==> config.mk <==
export PLATFORM = sky130hd
export DESIGN_NAME = mt9d111_axis_capture
export DESIGN_NICKNAME = d
export VERILOG_FILES = /design/src/rtl/mt9d111_axis_capture.sv
export SDC_FILE = /design/constraint.sdc
export NUM_CORES = 1
export LEC_CHECK = 0
export CORE_MARGIN = 2
export CORE_UTILIZATION = 60
export DETAILED_ROUTE_END_ITERATION = 8
export MAX_ROUTING_LAYER = met4
export PLACE_DENSITY = 0.9
export SYNTH_ARGS = -nofsm -noshare
export SYNTH_HDL_FRONTEND = slang
export SYNTH_SLANG_ARGS = --single-unit
==> constraint.sdc <==
create_clock -name axis_aclk -period 8.4 [get_ports axis_aclk]
set_input_delay 1.68 -clock axis_aclk [delete_from_list [all_inputs] [get_ports axis_aclk]]
set_output_delay 1.68 -clock axis_aclk [all_outputs]
set_load 0.01 [all_outputs]
==> src/rtl/mt9d111_axis_capture.sv <==
// mt9d111_axis_capture
//   Capture stage for the MT9D111 parallel camera port. Registers
//   vsync/href/data, pairs bytes into RGB565 pixels, expands them to RGB888
//   and emits an AXI4-Stream video stream through a first-word-fall-through
//   FIFO. The camera cannot be stalled, so back-pressure beyond the FIFO
//   drops pixels and raises a sticky overflow flag.
//
// Ports
//   axis_aclk      camera pclk, all logic on the rising edge
//   axis_aresetn   asynchronous active-low reset
//   capture_en     level enable for frame capture
//   cam_vsync      high while a frame is in progress
//   cam_href       high while line bytes are valid
//   cam_data       byte stream, {R5,G6[5:3]} then {G6[2:0],B5}
//   m_axis_*       AXI4-Stream master: tdata={R8,G8,B8}, tuser=SOF, tlast=EOL
//   overflow       sticky, a pixel was dropped on a full FIFO
//   size_err       sticky, line/frame length mismatch or odd byte count
//   frame_count    completed frames, wraps
module mt9d111_axis_capture #(
  parameter int HORIZONTAL_PIXELS = 800,
  parameter int VERTICAL_LINES    = 600,
  parameter int FIFO_DEPTH        = 16
) (
  input  logic        axis_aclk,
  input  logic        axis_aresetn,
  input  logic        capture_en,
  input  logic        cam_vsync,
  input  logic        cam_href,
  input  logic [7:0]  cam_data,
  output logic [23:0] m_axis_tdata,
  output logic        m_axis_tvalid,
  input  logic        m_axis_tready,
  output logic        m_axis_tuser,
  output logic        m_axis_tlast,
  output logic        overflow,
  output logic        size_err,
  output logic [15:0] frame_count
);

  localparam int          AW      = $clog2(FIFO_DEPTH);
  localparam logic [15:0] H_PIX   = 16'(HORIZONTAL_PIXELS);
  localparam logic [15:0] V_LINES = 16'(VERTICAL_LINES);

  typedef enum logic [1:0] {S_IDLE, S_ARM, S_WAIT_SOF, S_IN_FRAME} state_t;

  function automatic logic [23:0] expand565(input logic [15:0] p);
    return {p[15:11], p[15:13], p[10:5], p[10:9], p[4:0], p[4:2]};
  endfunction

  state_t      r_state;
  logic        r_v_p0, r_h_p0, r_v_p1, r_h_p1;
  logic [7:0]  r_d_p0;
  logic        r_phase, r_hold_vld, r_sof_pending;
  logic [7:0]  r_first;
  logic [23:0] r_hold;
  logic [15:0] r_line, r_pix;
  logic        r_push_vld;
  logic [25:0] r_push_ent;
  logic        r_size_err, r_overflow;
  logic [15:0] r_frame_count;
  logic [AW:0] r_wr_ptr, r_rd_ptr;
  logic [25:0] r_mem [FIFO_DEPTH];

  logic        w_in_frame, w_byte0, w_byte1, w_h_fall, w_v_rise, w_v_fall;
  logic        w_push_mid, w_push_end;
  logic        w_empty, w_full, w_pop, w_wr;
  logic [25:0] w_head;

  assign w_in_frame = (r_state == S_IN_FRAME);
  assign w_byte0    = w_in_frame & r_h_p0 & ~r_phase;
  assign w_byte1    = w_in_frame & r_h_p0 &  r_phase;
  assign w_h_fall   = w_in_frame & ~r_h_p0 & r_h_p1;
  assign w_v_rise   =  r_v_p0 & ~r_v_p1;
  assign w_v_fall   = ~r_v_p0 &  r_v_p1;
  // Held pixel leaves when its successor completes (tlast=0) or the line ends (tlast=1).
  assign w_push_mid = w_byte1  & r_hold_vld;
  assign w_push_end = w_h_fall & r_hold_vld;

  // Stage p0: camera inputs registered; stage p1: edge-detect reference
  always_ff @(posedge axis_aclk or negedge axis_aresetn) begin
    if (!axis_aresetn) begin
      r_v_p0 <= 1'b0;
      r_h_p0 <= 1'b0;
      r_v_p1 <= 1'b0;
      r_h_p1 <= 1'b0;
    end else begin
      r_v_p0 <= cam_vsync;
      r_h_p0 <= cam_href;
      r_v_p1 <= r_v_p0;
      r_h_p1 <= r_h_p0;
    end
  end

  always_ff @(posedge axis_aclk) begin
    r_d_p0 <= cam_data;
    if (w_byte0) r_first <= r_d_p0;
    if (w_byte1) r_hold <= expand565({r_first, r_d_p0});
    if (w_push_mid || w_push_end) r_push_ent <= {r_sof_pending, w_push_end, r_hold};
  end

  // Frame FSM, byte phase, hold-register bookkeeping and push request
  always_ff @(posedge axis_aclk or negedge axis_aresetn) begin
    if (!axis_aresetn) begin
      r_state       <= S_IDLE;
      r_phase       <= 1'b0;
      r_hold_vld    <= 1'b0;
      r_sof_pending <= 1'b0;
      r_line        <= '0;
      r_pix         <= '0;
      r_push_vld    <= 1'b0;
      r_size_err    <= 1'b0;
      r_frame_count <= '0;
    end else begin
      r_push_vld <= w_push_mid | w_push_end;
      if (w_push_mid || w_push_end) r_sof_pending <= 1'b0;
      case (r_state)
        S_IDLE: if (capture_en) r_state <= S_ARM;
        // Never start mid-frame: wait for vsync to be low first.
        S_ARM: if (!r_v_p0) r_state <= S_WAIT_SOF;
        S_WAIT_SOF: begin
          if (w_v_rise) begin
            r_state       <= S_IN_FRAME;
            r_sof_pending <= 1'b1;
            r_line        <= '0;
            r_pix         <= '0;
            r_phase       <= 1'b0;
            r_hold_vld    <= 1'b0;
          end
        end
        S_IN_FRAME: begin
          if (r_h_p0) begin
            r_phase <= ~r_phase;
            if (r_phase) begin
              r_hold_vld <= 1'b1;
              r_pix      <= r_pix + 16'd1;
            end
          end else begin
            r_phase <= 1'b0;
            if (r_h_p1) begin
              // Line end: a set phase means a dangling odd byte, which is dropped.
              r_hold_vld <= 1'b0;
              r_line     <= r_line + 16'd1;
              r_pix      <= '0;
              if (r_phase || (r_pix != H_PIX)) r_size_err <= 1'b1;
            end
          end
          if (w_v_fall) begin
            if (r_line != V_LINES) r_size_err <= 1'b1;
            r_frame_count <= r_frame_count + 16'd1;
            r_hold_vld    <= 1'b0;
            r_state       <= capture_en ? S_WAIT_SOF : S_IDLE;
          end
        end
        default: r_state <= S_IDLE;
      endcase
    end
  end

  assign w_empty = (r_wr_ptr == r_rd_ptr);
  assign w_full  = (r_wr_ptr[AW] != r_rd_ptr[AW]) &&
                   (r_wr_ptr[AW-1:0] == r_rd_ptr[AW-1:0]);
  assign w_pop   = ~w_empty & m_axis_tready;
  // A simultaneous pop frees the slot, so a push into a full FIFO still lands.
  assign w_wr    = r_push_vld & (~w_full | w_pop);

  // FIFO stage: pointers and overflow flag
  always_ff @(posedge axis_aclk or negedge axis_aresetn) begin
    if (!axis_aresetn) begin
      r_wr_ptr   <= '0;
      r_rd_ptr   <= '0;
      r_overflow <= 1'b0;
    end else begin
      if (w_wr)  r_wr_ptr <= r_wr_ptr + 1'b1;
      if (w_pop) r_rd_ptr <= r_rd_ptr + 1'b1;
      if (r_push_vld && w_full && !w_pop) r_overflow <= 1'b1;
    end
  end

  always_ff @(posedge axis_aclk) begin
    if (w_wr) r_mem[r_wr_ptr[AW-1:0]] <= r_push_ent;
  end

  assign w_head        = r_mem[r_rd_ptr[AW-1:0]];
  assign m_axis_tvalid = ~w_empty;
  assign m_axis_tdata  = w_empty ? 24'd0 : w_head[23:0];
  assign m_axis_tlast  = ~w_empty & w_head[24];
  assign m_axis_tuser  = ~w_empty & w_head[25];
  assign overflow      = r_overflow;
  assign size_err      = r_size_err;
  assign frame_count   = r_frame_count;

endmodule

==> flow_summary.json <==
{
  "cts_resized": 0,
  "io_buffer_count": 58,
  "num_vias": 8495,
  "relSlewSlack_pct": 12.4,
  "clock-root-buffer": "clkbuf_16",
  "row_count": 59,
  "gr-total-overflow": 0,
  "ys_warn_count": 0,
  "power_switching_mw": 1.69,
  "setup_viol": 0,
  "area_delta_synth_final_pct": 13.6,
  "crit_required_ns": 6.72,
  "p_int_mw": 4.06,
  "syn_nets": 876,
  "async_flop_share_pct": 17.2,
  "grt_pass1_wl_um": 54400,
  "viasPerCell": 6.60,
  "cp-end-kind": "output pin",
  "peakVddDrop_mv": 0.185,
  "synthesis.area_mm2": 0.0158,
  "dr.pass1.iters": 5,
  "pwr-share-comb_pct": 26.3,
  "power_frac_seq_pct": 44.6,
  "synth_ff_type": "edfxtp_1",
  "drt_iter0_markers": 1045,
  "maxCapViolations": 0,
  "placed_cell_area_mm2": 0.0167,
  "die_x_um": 166,
  "path_clk_slew_ns": 0.06,
  "timing.fmax_mhz": 181,
  "grt_pass1_vias": 8826,
  "synth_cell_type_count": 53,
  "netlist_instances": 852,
  "fin_skew_ns": 0.0132,
  "dieArea_mm2": 0.0276,
  "status": "finished clean",
  "hold_path_class": "flop to flop",
  "antenna_found_initial": 0,
  "setup_tns_ns": 0,
  "ys_seq_elements": 408,
  "ios": 59,
  "crit_fanout": 44,
  "cp.arrival_ns": 3.85,
  "finalCriticalPeriod_ns": 5.53,
  "drc_errors": 0,
  "p_leak_nw": 6.16,
  "startpoint_type": "flop",
  "drive_above_1_share_pct": 16.2,
  "seq_area_frac_synth_pct": 74.9,
  "fin_area_mm2": 0.0179,
  "cts_sinks": 408,
  "period_share_pct": 65.9,
  "maxSlewViolCount": 0,
  "synth_edf_count": 330,
  "clock_latency_ns": 0.52,
  "post_cts_buffers": 0,
  "fp.dieH_um": 166,
  "cellPowerDensity_mw_per_mm2": 321,
  "rsz0062_at_grt": "false",
  "core_area_mm2": 0.0259,
  "synth.avg_cell_area_um2": 18.5,
  "regArea_mm2": 0.0118,
  "hold_violations": 0,
  "nNetsFinal": 946,
  "p_clk_share_pct": 29.1,
  "antenna_left": 0,
  "clockBufferDepth": 3,
  "tritoncts": "built",
  "start_util_pct": 60.9,
  "tightest_slew_ns": 1.31,
  "cts_buffers": 40,
  "place.gp.congestion": 0.791,
  "grt_max_degree": 71,
  "switching_share_pct": 29.4,
  "cts-htree-levels": 2,
  "diodes": 0,
  "grt_util_all_layers_pct": 27.2,
  "dp.final_hpwl_um": 18900,
  "drt_wl_total_um": 35600,
  "cts_hold_buf": 0,
  "worstSetupPathType": "flop to output pin",
  "multi_input_area_mm2": 0.00369,
  "drt-wirelength-per-cell_um": 27.6,
  "fillCellCount": 1492
}
[metal layers]
metal | global-route usage (%) | part of all wire, % | up-vias
li1 | - | - | 3505
met4 | 8.20 | 2.6 | 0
met5 | - | 0 | -
met3 | 5.12 | 9.4 | 76
met2 | 44.6 | 51 | 571
met1 | 35.2 | 37 | 4343
[flip-flops by register name (all words and copies together), names as in the netlist, 2 cells and up]
| register | flops |
|---|---|
| r_push_ent | 18 |
| r_mem | 288 |
| r_pix | 16 |
| r_wr_ptr | 5 |
| r_rd_ptr | 5 |
| r_hold | 16 |
| r_state | 2 |
| r_first | 8 |
| frame_count | 16 |
| r_line | 16 |
| r_d_p0 | 8 |
[worst max-delay path, cell delays in order (launching register included)]
cell,delay [ns]
dfrtp_4,0.83
buf_4,0.83
mux4_2,0.61
a22oi_1,0.28
a21oi_1,0.16
clkdlybuf4s50_1,0.53
[path summary, 6_finish.rpt]
path / start / to / slack [ns] / depth (start not counted)
worst min register to register: r_first[1] / r_hold[14] / 0.42 / 0
max in group asynchronous: axis_aresetn / r_rd_ptr[0] / 6.36 / 2
worst max register to register: r_rd_ptr[1] / r_mem[0][11] / 4.21 / 5
worst max-delay path: r_rd_ptr[0] / m_axis_tdata[10] / 2.87 / 5
min in group asynchronous: axis_aresetn / frame_count[5] / 1.37 / 2
worst min-delay path: r_first[1] / r_hold[14] / 0.42 / 0
[area by class of cell]
cell class	instances	area share (%)
Clock buffer	49	5.95
Clock inverter	23	0.838
Inverter	13	0.272
Multi-Input combinational cell	381	20.6
Sequential cell	408	66.0
Tap cell	335	2.34
Timing Repair Buffer	78	4.05
[power by group through the flow]
stage          sequential [mW]  combinational [mW]  clock (mW)
2_1_floorplan             2.46                1.02           0
3_3_place_gp              2.58                1.41           0
3_5_place_dp              2.60                1.46           0
4_1_cts                   2.56                1.52        1.69
5_1_grt                   2.59                1.60        1.77
6_report                  2.57                1.51        1.68
[kinds of logic after synthesis]
kind of cell             share of synthesized area, %
multiplexers                                     10.5
buffers and inverters                            1.79
AND/OR/NAND/NOR                                  5.65
AO/OA/AOI/OAI                                    3.47
flip-flops                                       74.9
adder cells (fa/ha/maj)                         0.793
XOR/XNOR                                         2.89
[cell usage after synthesis, drive strengths merged, types with 16 or more instances]
library cell / count / share of area [%]
and3: 19 / 0.75
dfrtp: 70 / 11
edfxtp: 330 / 63
buf: 22 / 0.81
a21oi: 23 / 0.73
xnor2: 34 / 1.9
clkbuf: 28 / 0.67
nand3: 16 / 0.51
nand2: 25 / 0.59
mux4: 72 / 10
a22oi: 36 / 1.7
nor2: 38 / 0.90
xor2: 18 / 1.0
[through the flow]
stage	utilization [%]	instances	total power [mW]	setup slack, ns	hold slack [ns]
2_1_floorplan	-	852	3.48	4.58	0.400
3_3_place_gp	64.5	1215	3.98	3.52	0.401
3_5_place_dp	64.5	1215	4.05	3.44	0.405
4_1_cts	69.2	1287	5.77	2.83	0.418
5_1_grt	69.2	1287	5.95	2.65	0.422
6_report	69.2	1287	5.75	2.87	0.416
[placed cells by master, fill, tap and decap left out, types with 16 or more instances in the layout]
cell,count
a21oi_1,23
a22oi_1,36
and3_1,19
buf_4,20
clkbuf_16,41
clkdlybuf4s50_1,57
dfrtp_1,68
edfxtp_1,330
mux4_2,72
nand2_1,25
nand3_1,16
nor2_1,37
xnor2_1,34
xor2_1,18
(Power assumes the default switching activity.)
